<file path="src/rtl/alu_arbiter.sv">
// Round-robin arbiter sharing one combinational 32-bit ALU among NREQ requesters.
// Optional per-requester saturating grant counters are built when ALU_ARB_STATS_EN is defined.
module alu_arbiter #(
  parameter int NREQ = 4,
  parameter int IDW  = $clog2(NREQ),
  parameter int CNTW = 16
) (
  input  logic                   clk,
  input  logic                   rst_n,
  input  logic [NREQ-1:0]        req_valid,
  output logic [NREQ-1:0]        req_ready,
  input  logic [NREQ*32-1:0]     req_a,
  input  logic [NREQ*32-1:0]     req_b,
  input  logic [NREQ*3-1:0]      req_ctrl,
  output logic [31:0]            alu_a,
  output logic [31:0]            alu_b,
  output logic [2:0]             alu_ctrl,
  input  logic [31:0]            alu_out,
  input  logic                   alu_zero,
  output logic [NREQ-1:0]        rsp_valid,
  input  logic [NREQ-1:0]        rsp_ready,
  output logic [31:0]            rsp_data,
  output logic                   rsp_zero,
  output logic                   busy,
  output logic [NREQ*CNTW-1:0]   grant_cnt
);

  typedef enum logic [1:0] {IDLE, EXEC, RESP} state_t;

  state_t          state_q, state_d;
  logic [IDW-1:0]  last_q, owner_q;
  logic [IDW-1:0]  gnt, idx;
  logic            gnt_vld, accept;
  logic [31:0]     op_a_q, op_b_q, rsp_data_q;
  logic [2:0]      op_ctrl_q;
  logic            rsp_zero_q;

  // Rotating priority: search upward starting just after the last grant.
  always_comb begin
    gnt_vld = 1'b0;
    gnt     = '0;
    idx     = '0;
    for (int k = 1; k <= NREQ; k++) begin
      idx = IDW'((int'(last_q) + k) % NREQ);
      if (!gnt_vld && req_valid[idx]) begin
        gnt_vld = 1'b1;
        gnt     = idx;
      end
    end
  end

  always_comb begin
    state_d = state_q;
    accept  = 1'b0;
    case (state_q)
      IDLE: begin
        if (gnt_vld) begin
          accept  = 1'b1;
          state_d = EXEC;
        end
      end
      EXEC: state_d = RESP;
      RESP: begin
        if (rsp_ready[owner_q]) state_d = IDLE;
      end
      default: state_d = IDLE;
    endcase
  end

  assign req_ready = accept ? (NREQ'(1) << gnt) : '0;
  assign rsp_valid = (state_q == RESP) ? (NREQ'(1) << owner_q) : '0;
  assign busy      = (state_q != IDLE);
  assign alu_a     = op_a_q;
  assign alu_b     = op_b_q;
  assign alu_ctrl  = op_ctrl_q;
  assign rsp_data  = rsp_data_q;
  assign rsp_zero  = rsp_zero_q;

  always_ff @(posedge clk) begin
    if (!rst_n) begin
      state_q    <= IDLE;
      last_q     <= IDW'(NREQ - 1);
      owner_q    <= '0;
      op_a_q     <= '0;
      op_b_q     <= '0;
      op_ctrl_q  <= '0;
      rsp_data_q <= '0;
      rsp_zero_q <= 1'b0;
    end else begin
      state_q <= state_d;
      if (accept) begin
        owner_q   <= gnt;
        last_q    <= gnt;
        op_a_q    <= req_a[32*gnt +: 32];
        op_b_q    <= req_b[32*gnt +: 32];
        op_ctrl_q <= req_ctrl[3*gnt +: 3];
      end
      // ALU is combinational on the op registers; its result is captured at the end of EXEC.
      if (state_q == EXEC) begin
        rsp_data_q <= alu_out;
        rsp_zero_q <= alu_zero;
      end
    end
  end

`ifdef ALU_ARB_STATS_EN
  logic [CNTW-1:0] cnt_q [NREQ];

  always_ff @(posedge clk) begin
    if (!rst_n) begin
      for (int i = 0; i < NREQ; i++) cnt_q[i] <= '0;
    end else if (accept && (cnt_q[gnt] != '1)) begin
      cnt_q[gnt] <= cnt_q[gnt] + 1'b1;
    end
  end

  always_comb begin
    grant_cnt = '0;
    for (int i = 0; i < NREQ; i++) grant_cnt[CNTW*i +: CNTW] = cnt_q[i];
  end
`else
  assign grant_cnt = '0;
`endif

endmodule

</file>
<file path="config.mk">
export PLATFORM = sky130hd
export DESIGN_NAME = alu_arbiter
export DESIGN_NICKNAME = d
export VERILOG_FILES = /design/src/rtl/alu_arbiter.sv
export SDC_FILE = /design/constraint.sdc
export NUM_CORES = 1
export LEC_CHECK = 0
export CORE_AREA = 2 2 189 191
export CTS_CLUSTER_DIAMETER = 80
export CTS_CLUSTER_SIZE = 30
export DETAILED_ROUTE_END_ITERATION = 16
export DIE_AREA = 0 0 191 193
export SETUP_SLACK_MARGIN = 0.3
export SYNTH_ARGS = -nofsm -noshare
export SYNTH_HDL_FRONTEND = slang
export SYNTH_SLANG_ARGS = --single-unit
export TNS_END_PERCENT = 50
</file>
<file path="constraint.sdc">
create_clock -name clk -period 2.8 [get_ports clk]
set_input_delay 0.56 -clock clk [delete_from_list [all_inputs] [get_ports clk]]
set_output_delay 0.56 -clock clk [all_outputs]
set_load 0.02 [all_outputs]
</file>
==> results.md <==
* Crit-path cells: dlygate4sd2_1, nor2b_4, nor3_4, nor2_2, a21oi_2, buf_4, buf_6, and3_4, buf_6
* Avg Inst Size Synth at 8.83 µm²
* HP Start: rsp_data[1]
* Minimum clock period at between 2 and 2.5 ns
* WP data required at 2.24 ns
* Crit path max fanout at 3
* Leakage power at 4.47 nW
* Clock sink total at 106
* Max-slew violations at 0
* Slew margin rel. at about half
* Register share of total power at slightly above 30%
* FF-to-FF setup slack at just under 0.6 ns
* Worst hold path class: reg2reg
* Die Y at 193 µm
* Main synth FF type: dfxtp_1
* Cell mode on critical path: buf_6
* Dpl cells at around 1,600
* Sequential share of the synthesized area at a little under a third
* Final Cycle Share at 86.7%
* # IOs at 484
* DRT Wirelength at approximately 30 mm
* First-pass DRT Iterations at 4
* Root Driver: clkbuf_16
* Peak VDD IR at a little under 0.0003 V
* Residual DRC count at 0
* Sw Ratio at 38.0%
* H-tree Lvls at 3
* Num CTS Buffers at 9
* Cell count after synthesis at 754
* Share of cells above drive strength 1 at between 10 and 15%
* Vias per Instance at 4.68
* Share of synthesized registers carrying an async set or reset at 0%
* Area leader, netlist: dfxtp_1
* Comb power frac at ~47%
* Placer Congestion at 0.786
* Worst Clk Skew at 0.0106 ns
* WL/cell at 18.7 µm
* Crit-path leading delay family: buffers and inverters
* Crit. End Element: output port
* Yosys warning count at 0
* Synth top area cells: dfxtp_1 (32%), mux2i_1 (8.1%), buf_4 (7.2%)
* Non-filler instance count after layout at 1,613
* Cell area after placement at 0.0113 mm²
* Outcome: completed
* Sw Pwr at 2.34 mW
* Post-synth top area share at 31.9%
* Post-Syn Area at ~0.0067 mm²
* Die X at ~190 µm
* Critical Path Stages at 9
* Fin nets at 1,457
* Post-DRT Antenna Nets at 0
* Dpl hpwl at 21.9 mm
* Hold EP: rsp_data[1]
* Worst-path clk slew at ~0.08 ns
* Seq cells post-synth at 106
* Power per cell area at between 500 and 600 mW/mm²
* Placeable Area at 0.0350 mm²
* Reg-to-Reg End: alu_a[7]
* Post-synth EDFFs at 0
* Largest net degree at the start of global routing at 106
* Synth unique cells at 39
* FMAX at 412 MHz
* Worst-Margin Slew at 0.744 ns
* Buf+Inv Stages, Crit Path at 4
* Final setup vio count at 0
* CP startpoint kind: input pin
* Vias in the first global route at 7,267
* Clock Path Buffers at 2
* Reg2Reg Launch Point: last_q[0]
* WS Path Type: in2out
* RSZ-0062 raised after global routing: yes
* Maxcap violations at 0
* Reg2Reg Depth at 11
* CTS tree: built
* DR iter-0 viols at 309
* IO buf count at 419
* GRT Residual Overflow at 0
* Final Hold Vio Count at 0
* Hold Path Cell Cnt at 2
* Slowest stage delay, CP at 0.25 ns
* Initial Util at 19.0%
* Slowest cell on crit path: dlygate4sd2_1
* DR vias at 7,555
* First-pass GRT wire length at 43.2 mm
* Clock power share at roughly 22%
* Area Growth Syn to Fin at 76.3%
* Initial antenna violation count at 2
* GRT Total Usage at about 15%
* P_int at 3.82 mW
* CP Data Arrival Time at ~1.9 ns
* Design Area, Final at 0.0117 mm²
* Die area at 0.0369 mm²
* Clk_lat worst skew at 0.38 ns
* Rows at 69
## area by class of cell
type / instances / area (µm²)
fill: 3666 / 23200
timing repair buffer: 466 / 4660
tap: 461 / 577
sequential: 106 / 2130
multi-input combinational: 562 / 4050
clock inverter: 7 / 80.1
antenna: 1 / 2.50
inverter: 1 / 8.76
clock buffer: 9 / 225
## layer usage
metal / up-vias / wire, µm / global-route usage (%)
li1: 3532 / - / -
met1: 3638 / 12100 / 18.2
met2: 348 / 14700 / 26.2
met3: 35 / 2770 / 5.36
met4: 2 / 541 / 4.80
met5: - / 11 / 0
## power by group through the flow
stage	clock network, mW	registers (mW)	logic [mW]
6_report	1.36	1.88	2.91
5_1_grt	1.49	1.91	3.11
4_1_cts	1.43	1.88	2.91
3_5_place_dp	0	1.91	2.86
3_3_place_gp	0	1.90	2.84
2_1_floorplan	0	2.16	1.31
## synth_stat cells, types with 2 or more instances
cell type / count
buf_6: 7
mux2_2: 39
buf_4: 64
dfxtp_1: 106
o21ai_1: 3
nor2_1: 50
o31ai_1: 40
o311a_1: 40
a41oi_1: 40
nor2b_1: 6
o21a_2: 2
clkbuf_1: 70
buf_1: 2
buf_2: 5
and3_1: 2
mux2i_1: 54
o21ai_0: 3
nand3_1: 27
a21boi_0: 34
nor3_1: 4
o211ai_1: 41
nand2b_1: 2
nand2_1: 71
o221ai_1: 27
## worst reg2reg max path, stage by stage, from the launching register on
cell	delay [ns]
dfxtp_4	0.41
nor2b_4	0.07
nor3_4	0.15
buf_4	0.13
buf_4	0.09
buf_4	0.10
buf_4	0.09
buf_4	0.09
buf_6	0.32
o211ai_1	0.24
a41oi_1	0.28
o311a_1	0.19
## registers in the layout (all words and copies together) (netlist names)
name and count:
last_q 2, alu_b 32, rsp_data 32, rsp_zero 1, owner_q 2, state_q 2
alu_ctrl 3, alu_a 32
## logic make-up (layout without fill, tap and decap cells)
logic type / count (synthesis) / in the layout / share of synthesized area, %
AO/OA/AOI/OAI: 235 / 235 / 29.1
AND/OR/NAND/NOR: 168 / 168 / 10.9
buffers and inverters: 149 / 483 / 12.9
flip-flops: 106 / 106 / 31.9
multiplexers: 95 / 95 / 15.2
other: 1 / 65 / 0.0563
## per-stage QoR
stage / TNS [ns] / utilization [%] / total power, mW / setup WS (ns) / hold WS [ns]
after CTS: 0 / 33.4 / 6.22 / 0.277 / 0.468
after global routing: 0 / 33.6 / 6.51 / 0.278 / 0.488
after floorplan: 0 / - / 3.46 / 0.308 / 0.495
after global placement: -0.921 / 32.2 / 4.74 / -0.405 / 0.451
final: 0 / 33.6 / 6.16 / 0.374 / 0.466
after detailed placement: -2.42 / 32.2 / 4.76 / -0.513 / 0.457
## worst max path at each step
stage                      start            to  slack (ns)
floorplan           req_valid[3]  req_ready[3]        0.31
global placement    req_valid[3]  req_ready[0]       -0.41
detailed placement  req_valid[1]  req_ready[1]       -0.51
CTS                 req_valid[3]  req_ready[2]        0.28
global route          state_q[1]  req_ready[3]        0.28
finish              req_valid[2]  req_ready[2]        0.37
## layout by cell type, fill, tap and decap left out, drive strengths merged, types with 5 or more instances in the layout
cell type        n
o211ai          41
clkdlybuf4s50  410
inv              5
nor2            50
mux2            40
dfxtp          106
conb            64
nor2b            6
clkbuf          12
o311a           40
nand2           71
o21ai            6
nand3           27
a21boi          34
buf             52
o221ai          27
o31ai           40
mux2i           54
nor3             6
a41oi           40
## repair_timing
action                                  4_1_cts  5_1_grt
endpoints found under the setup margin        4       46
pin swaps                                     5        4
setup buffers                                 8        1
resized for setup                            32       23
cloned                                        0        0
hold buffers                                  0        0
Note: power is estimated with default switching activity, not from simulation.
